File: config.mk
export PLATFORM = sky130hd
export DESIGN_NAME = arm_sc_control_unit_flat
export DESIGN_NICKNAME = d
export VERILOG_FILES = /design/src/rtl/arm_sc_control_unit_if.sv /design/src/rtl/arm_sc_control_unit.sv /design/src/flat_wrapper.sv
export SDC_FILE = /design/constraint.sdc
export NUM_CORES = 1
export LEC_CHECK = 0
export ABC_AREA = 1
export CAP_MARGIN = 20
export CORE_MARGIN = 2
export CORE_UTILIZATION = 50
export DETAILED_ROUTE_END_ITERATION = 8
export PLACE_DENSITY_LB_ADDON = 0.08
export SLEW_MARGIN = 20
export SYNTH_ARGS = -nofsm -noshare
export SYNTH_HDL_FRONTEND = slang
export SYNTH_SLANG_ARGS = --single-unit
File: constraint.sdc
create_clock -name clk -period 4.93 [get_ports clk]
set_clock_uncertainty 0.05 [all_clocks]
set_input_delay 1.479 -clock clk [delete_from_list [all_inputs] [get_ports clk]]
set_output_delay 1.479 -clock clk [all_outputs]
set_load 0.1 [all_outputs]
File: src/rtl/arm_sc_control_unit_if.sv
// rtl/arm_sc_control_unit_if.sv - data memory request/ready handshake between control unit and memory
interface arm_sc_control_unit_if;
  logic mem_req;
  logic MemWrite;
  logic mem_ready;

  modport master (output mem_req, output MemWrite, input mem_ready);
  modport slave  (input mem_req, input MemWrite, output mem_ready);
endinterface

File: src/rtl/arm_sc_control_unit.sv
// rtl/arm_sc_control_unit.sv - single-cycle ARM control unit: decode, NZCV flags, memory-stall sequencer, fault trap
module arm_sc_control_unit #(
  parameter int MEM_TIMEOUT = 16,
  parameter int CNT_W       = 32
) (
  input  logic                   clk,
  input  logic                   reset,
  input  logic                   run,
  input  logic [19:0]            Instr,
  input  logic [3:0]             ALUFlags,
  arm_sc_control_unit_if.master  mem,
  output logic [1:0]             RegSrc,
  output logic                   RegWrite,
  output logic [1:0]             ImmSrc,
  output logic                   ALUSrc,
  output logic [1:0]             ALUControl,
  output logic                   MemtoReg,
  output logic                   PCSrc,
  output logic                   pc_en,
  output logic                   fault,
  output logic [1:0]             fault_code,
  output logic [CNT_W-1:0]       retired
);

  localparam int WCW = (MEM_TIMEOUT > 2) ? $clog2(MEM_TIMEOUT) : 1;

  typedef enum logic [1:0] {IDLE, EXEC, MEM_WAIT, FAULT} state_t;

  state_t         state;
  logic [3:0]     flags;
  logic [WCW-1:0] wcnt;
  logic           wait_str;

  logic [3:0] cond, cmd, rd;
  logic [1:0] op;
  logic [5:0] funct;
  logic       unused_rn;

  logic [1:0] dec_regsrc, dec_immsrc, dec_aluctl;
  logic       dec_alusrc, dec_memtoreg, dec_regwrite, dec_str, dec_branch;
  logic       illegal, condex, flagw_nz, flagw_cv, mem_acc, active;

  assign cond      = Instr[19:16];
  assign op        = Instr[15:14];
  assign funct     = Instr[13:8];
  assign rd        = Instr[3:0];
  assign cmd       = funct[4:1];
  assign unused_rn = ^Instr[7:4];

  always_comb begin
    dec_regsrc   = 2'b00;
    dec_immsrc   = 2'b00;
    dec_aluctl   = 2'b00;
    dec_alusrc   = 1'b0;
    dec_memtoreg = 1'b0;
    dec_regwrite = 1'b0;
    dec_str      = 1'b0;
    dec_branch   = 1'b0;
    illegal      = (cond == 4'b1111);
    case (op)
      2'b00: begin
        dec_alusrc   = funct[5];
        dec_regwrite = 1'b1;
        case (cmd)
          4'b0100: dec_aluctl = 2'b00;
          4'b0010: dec_aluctl = 2'b01;
          4'b0000: dec_aluctl = 2'b10;
          4'b1100: dec_aluctl = 2'b11;
          default: illegal    = 1'b1;
        endcase
      end
      2'b01: begin
        dec_alusrc = 1'b1;
        dec_immsrc = 2'b01;
        if (funct[0]) begin
          dec_memtoreg = 1'b1;
          dec_regwrite = 1'b1;
        end else begin
          dec_regsrc = 2'b10;
          dec_str    = 1'b1;
        end
      end
      2'b10: begin
        dec_regsrc = 2'b01;
        dec_immsrc = 2'b10;
        dec_alusrc = 1'b1;
        dec_branch = 1'b1;
      end
      default: illegal = 1'b1;
    endcase
  end

  assign flagw_nz = (op == 2'b00) & funct[0];
  assign flagw_cv = flagw_nz & ((cmd == 4'b0100) | (cmd == 4'b0010));

  // Condition is always evaluated on the registered flags, never on ALUFlags.
  always_comb begin
    case (cond)
      4'h0:    condex = flags[2];
      4'h1:    condex = ~flags[2];
      4'h2:    condex = flags[1];
      4'h3:    condex = ~flags[1];
      4'h4:    condex = flags[3];
      4'h5:    condex = ~flags[3];
      4'h6:    condex = flags[0];
      4'h7:    condex = ~flags[0];
      4'h8:    condex = flags[1] & ~flags[2];
      4'h9:    condex = ~flags[1] | flags[2];
      4'hA:    condex = (flags[3] == flags[0]);
      4'hB:    condex = (flags[3] != flags[0]);
      4'hC:    condex = ~flags[2] & (flags[3] == flags[0]);
      4'hD:    condex = flags[2] | (flags[3] != flags[0]);
      4'hE:    condex = 1'b1;
      default: condex = 1'b0;
    endcase
  end

  assign active  = ((state == EXEC) | (state == MEM_WAIT)) & ~illegal;
  assign mem_acc = (op == 2'b01) & condex;

  always_comb begin
    pc_en        = active & (mem_acc ? mem.mem_ready : 1'b1);
    mem.mem_req  = active & mem_acc;
    mem.MemWrite = (state == MEM_WAIT) ? (active & wait_str) : (active & mem_acc & dec_str);
    RegWrite     = pc_en & dec_regwrite & condex;
    PCSrc        = active & condex & (dec_branch | ((rd == 4'b1111) & dec_regwrite));
    MemtoReg     = pc_en & dec_memtoreg;
    RegSrc       = active ? dec_regsrc : 2'b00;
    ImmSrc       = active ? dec_immsrc : 2'b00;
    ALUSrc       = active & dec_alusrc;
    ALUControl   = active ? dec_aluctl : 2'b00;
  end

  always_ff @(posedge clk or negedge reset) begin
    if (!reset) begin
      state      <= IDLE;
      flags      <= 4'b0000;
      wcnt       <= '0;
      wait_str   <= 1'b0;
      retired    <= '0;
      fault      <= 1'b0;
      fault_code <= 2'b00;
    end else begin
      case (state)
        IDLE: if (run) state <= EXEC;
        EXEC: begin
          if (illegal) begin
            state      <= FAULT;
            fault      <= 1'b1;
            fault_code <= 2'b01;
          end else if (mem_acc && !mem.mem_ready) begin
            state    <= MEM_WAIT;
            wcnt     <= WCW'(1);
            wait_str <= dec_str;
          end else if (!run) begin
            state <= IDLE;
          end
        end
        MEM_WAIT: begin
          if (mem.mem_ready) begin
            state <= run ? EXEC : IDLE;
            wcnt  <= '0;
          end else if (wcnt == WCW'(MEM_TIMEOUT - 1)) begin
            state      <= FAULT;
            fault      <= 1'b1;
            fault_code <= 2'b10;
          end else begin
            wcnt <= wcnt + WCW'(1);
          end
        end
        default: state <= FAULT;
      endcase
      // New flags only become visible to the instruction after this one.
      if (pc_en) begin
        retired <= retired + CNT_W'(1);
        if (flagw_nz && condex) flags[3:2] <= ALUFlags[3:2];
        if (flagw_cv && condex) flags[1:0] <= ALUFlags[1:0];
      end
    end
  end

endmodule

File: src/flat_wrapper.sv
// flat-port wrapper written by rule: the top's interface ports become plain ports
module arm_sc_control_unit_flat 
#(
  parameter int MEM_TIMEOUT = 16,
  parameter int CNT_W       = 32
)
  (clk, reset, run, Instr, ALUFlags, RegSrc, RegWrite, ImmSrc, ALUSrc, ALUControl, MemtoReg, PCSrc, pc_en, fault, fault_code, retired, mem_mem_req, mem_MemWrite, mem_mem_ready);
  arm_sc_control_unit_if mem_i ();
  input  logic clk;
  input  logic reset;
  input  logic run;
  input  logic [19:0] Instr;
  input  logic [3:0] ALUFlags;
  output logic [1:0] RegSrc;
  output logic RegWrite;
  output logic [1:0] ImmSrc;
  output logic ALUSrc;
  output logic [1:0] ALUControl;
  output logic MemtoReg;
  output logic PCSrc;
  output logic pc_en;
  output logic fault;
  output logic [1:0] fault_code;
  output logic [CNT_W-1:0] retired;
  output wire logic [$bits(mem_i.mem_req)-1:0] mem_mem_req;
  output wire logic [$bits(mem_i.MemWrite)-1:0] mem_MemWrite;
  input wire logic [$bits(mem_i.mem_ready)-1:0] mem_mem_ready;
  assign mem_mem_req = mem_i.mem_req;
  assign mem_MemWrite = mem_i.MemWrite;
  assign mem_i.mem_ready = mem_mem_ready;
  arm_sc_control_unit #(.MEM_TIMEOUT(MEM_TIMEOUT), .CNT_W(CNT_W)) u_core (.clk(clk), .reset(reset), .run(run), .Instr(Instr), .ALUFlags(ALUFlags), .mem(mem_i), .RegSrc(RegSrc), .RegWrite(RegWrite), .ImmSrc(ImmSrc), .ALUSrc(ALUSrc), .ALUControl(ALUControl), .MemtoReg(MemtoReg), .PCSrc(PCSrc), .pc_en(pc_en), .fault(fault), .fault_code(fault_code), .retired(retired));
endmodule
==> flow_summary.yaml <==
outcome:
  status: "completed"
critical_path:
  cp_slowest_cell: "clkdlybuf4s50_1"
  path_max_fanout: 5
  cp_top_family: "buffers and inverters"
  cpPeakStageDelay_ps: 490
  path_class: "input port to output pin"
  crit_path_start_kind: "input port"
  critical_path_required_ps: 3400
  worst-path-buf-inv: 5
  path_cells: "clkdlybuf4s50_1 -> buf_6 -> inv_1 -> nand3_1 -> nand2_1 -> nand2_1 -> nand3_1 -> nor2_2 -> nand2_4 -> nand2_4 -> inv_1 -> nor3_4 -> buf_12"
  cp.arrival_ps: 3300
  endpoint_kind: "output pin"
cts:
  h-tree-depth: 2
  clock_latency_ps: 300
  numCtsBuffers: 5
  cts.sinks: 46
  clkTransAtPathRegs_ps: 80
  cts_buffer_depth: 2
  cts_tree: "built"
  cts_root_buf: "clkbuf_8"
power:
  p_leak_nw: 2.148
  sw_frac_of_total: 0.5454
  intPower_w: 0.001018
  p_switching_w: 0.001221
  power_density_nw_per_um2: 489.8
  power_frac_comb: 0.623
  power.share.clock: 0.125
  pwr-share-seq: 0.253
  totalPowerFinal_w: 0.002239
  vdd_drop_max_mv: 0.5395
logic_synthesis:
  syn-num-nets: 512
  synth.area.top_cells: "dfrtp_1 36%, nand2_1 20%, nor2_1 6.0%"
  ys_warn_count: 0
  synth_cell_type_count: 29
  synthCells: 473
  ys_seq_area_frac: 0.3555
  synth_top_area_share: 0.3555
  netlist_area_um2: 3238
  yosysTopAreaCell: "dfrtp_1"
  synth_seq_cells: 46
  avgSynthCellArea_um2: 6.846
floorplanning:
  die_x_um: 84.48
  coreArea_um2: 6314
  die_h_um: 84.48
  io_pins: 76
  die-area_um2: 7136
  row_count: 29
  initial_core_util: 0.5129
layout:
  final_common_cell: "nand2_1"
  num_antenna_cells: 0
  final_area_um2: 4571
  nets: 609
  syn2layout_area_growth_pct: 41.15
  drive_gt1_frac: 0.1401
  stdcell_count: 648
  final_cell_mix: "172 x nand2_1, 53 x clkdlybuf4s50_1, 46 x dfrtp_1"
  utilization: 0.7239
timing:
  drv_slew: 0
  report.final.setup_viol: 0
  hold_viol_final: 0
  slew_headroom: 0.3315
  fin_ws_ps: 102.0
  finalCritPeriodShare: 0.9793
  worst-slew-pin-transition_ps: 999.6
  fmax_ghz: 0.2071
  final.min_clock_period_ps: 4828
global_route:
  grt_pass1_vias: 3118
  use_met2: 0.4033
  antenna_found_initial: 0
  busiest_layer: "met2"
  grt_overflow: 0
  track_usage: 0.2509
  use_met3: 0.04621
  grt_max_degree: 47
  use_met1: 0.3596
  grt_pass1_wl_um: 14620
detailed_routing:
  drt_iter0_drc: 209
  drtPass1Iterations: 5
  vias_per_cell: 5.188
  via_count: 3362
  routed_wl_um: 8697
  drt_drc_violations_left: 0
  ant_nets: 0
  wire_per_inst_um: 13.42
place:
  gp_congestion: 0.9361
  placed_cells: 637
  dp_slack_ps: -386.0
  io_buffer_count: 71
  hpwl_um: 6726
  dpl_cell_area_um2: 4413
min_path:
  hold_class: "flip-flop to flip-flop"
flow_run:
  max-cap-violations: 0
per-layer routing:
layer | routed length, um | vias up | share of wire
li1 | - | 1688 | -
met1 | 4047 | 1571 | 0.47
met2 | 4115 | 95 | 0.47
met3 | 490 | 8 | 0.056
met4 | 44 | 0 | 0.0051
met5 | 0 | - | 0
cell usage after synthesis (all sizes together):
library cell and n:
nand4 11, or2 3, o31ai 1, o21ai 22, nand2 177, a21boi 1
xor2 17, ha 11, inv 50, nand3 23, nor3 20, nor2 54
a211oi 2, clkinv 1, xnor2 11, a21oi 9, dfrtp 46, nand3b 6
buf 7, o21a 1
power groups by stage:
stage / Combinational [W] / Sequential, W / Clock [W]
6_report: 0.00139 / 0.000566 / 0.000279
2_1_floorplan: 0.000631 / 0.000964 / 0
3_5_place_dp: 0.00138 / 0.000571 / 0
3_3_place_gp: 0.00136 / 0.000567 / 0
4_1_cts: 0.00138 / 0.000564 / 0.000287
5_1_grt: 0.00149 / 0.000581 / 0.000304
kinds of logic (layout without fill, tap and decap cells):
group,count (synthesis),count (layout),synth area share
compound gates,36,36,0.05950
xor+xnor,28,28,0.07573
fa+ha+maj,11,11,0.04250
buf+inv,58,156,0.08076
flops,46,46,0.3555
simple gates,294,294,0.3860
registers in the layout (all words and copies together) (netlist names):
signal and flops:
u_core.wait_str 1, u_core.flags 4, u_core.retired 32, u_core.fault_code 2
u_core.fault 1, u_core.state 2, u_core.wcnt 4
metrics by stage:
step / hold slack [ps] / setup TNS, ps
finish: 436.8 / 0
floorplan: 413.6 / -560.6
global route: 462.8 / -30.99
detailed placement: 403.2 / -3936
CTS: 436.4 / 0
global placement: 412.0 / -3653
what timing repair did:
item / 4_1_cts / 5_1_grt
setup buffers: 0 / 3
hold buffers: 0 / 0
endpoints found under the setup margin: 13 / 12
pin swaps: 0 / 6
gates resized for setup: 5 / 10
cell type report:
type | instances | area [um^2]
timing repair buffer | 97 | 1057
clock inverter | 2 | 37.54
multi-input combinational | 369 | 1941
clock buffer | 6 | 72.57
sequential | 46 | 1151
inverter | 51 | 215.2
tap | 77 | 96.34
fill | 536 | 1743
worst paths after layout:
kind / cells after the start / slack (ps) / to / startpoint
setup / recovery: 13 / 100 / RegWrite / Instr[17]
hold / removal: 1 / 440 / u_core.fault / u_core.fault
setup reg to reg: 15 / 2840 / u_core.retired[18] / u_core.flags[3]
hold reg to reg: 1 / 440 / u_core.fault / u_core.fault
max in group asynchronous: 1 / 3290 / u_core.retired[9] / reset
min in group asynchronous: 1 / 1120 / u_core.flags[2] / reset
Power figures use the tool's default switching activity.
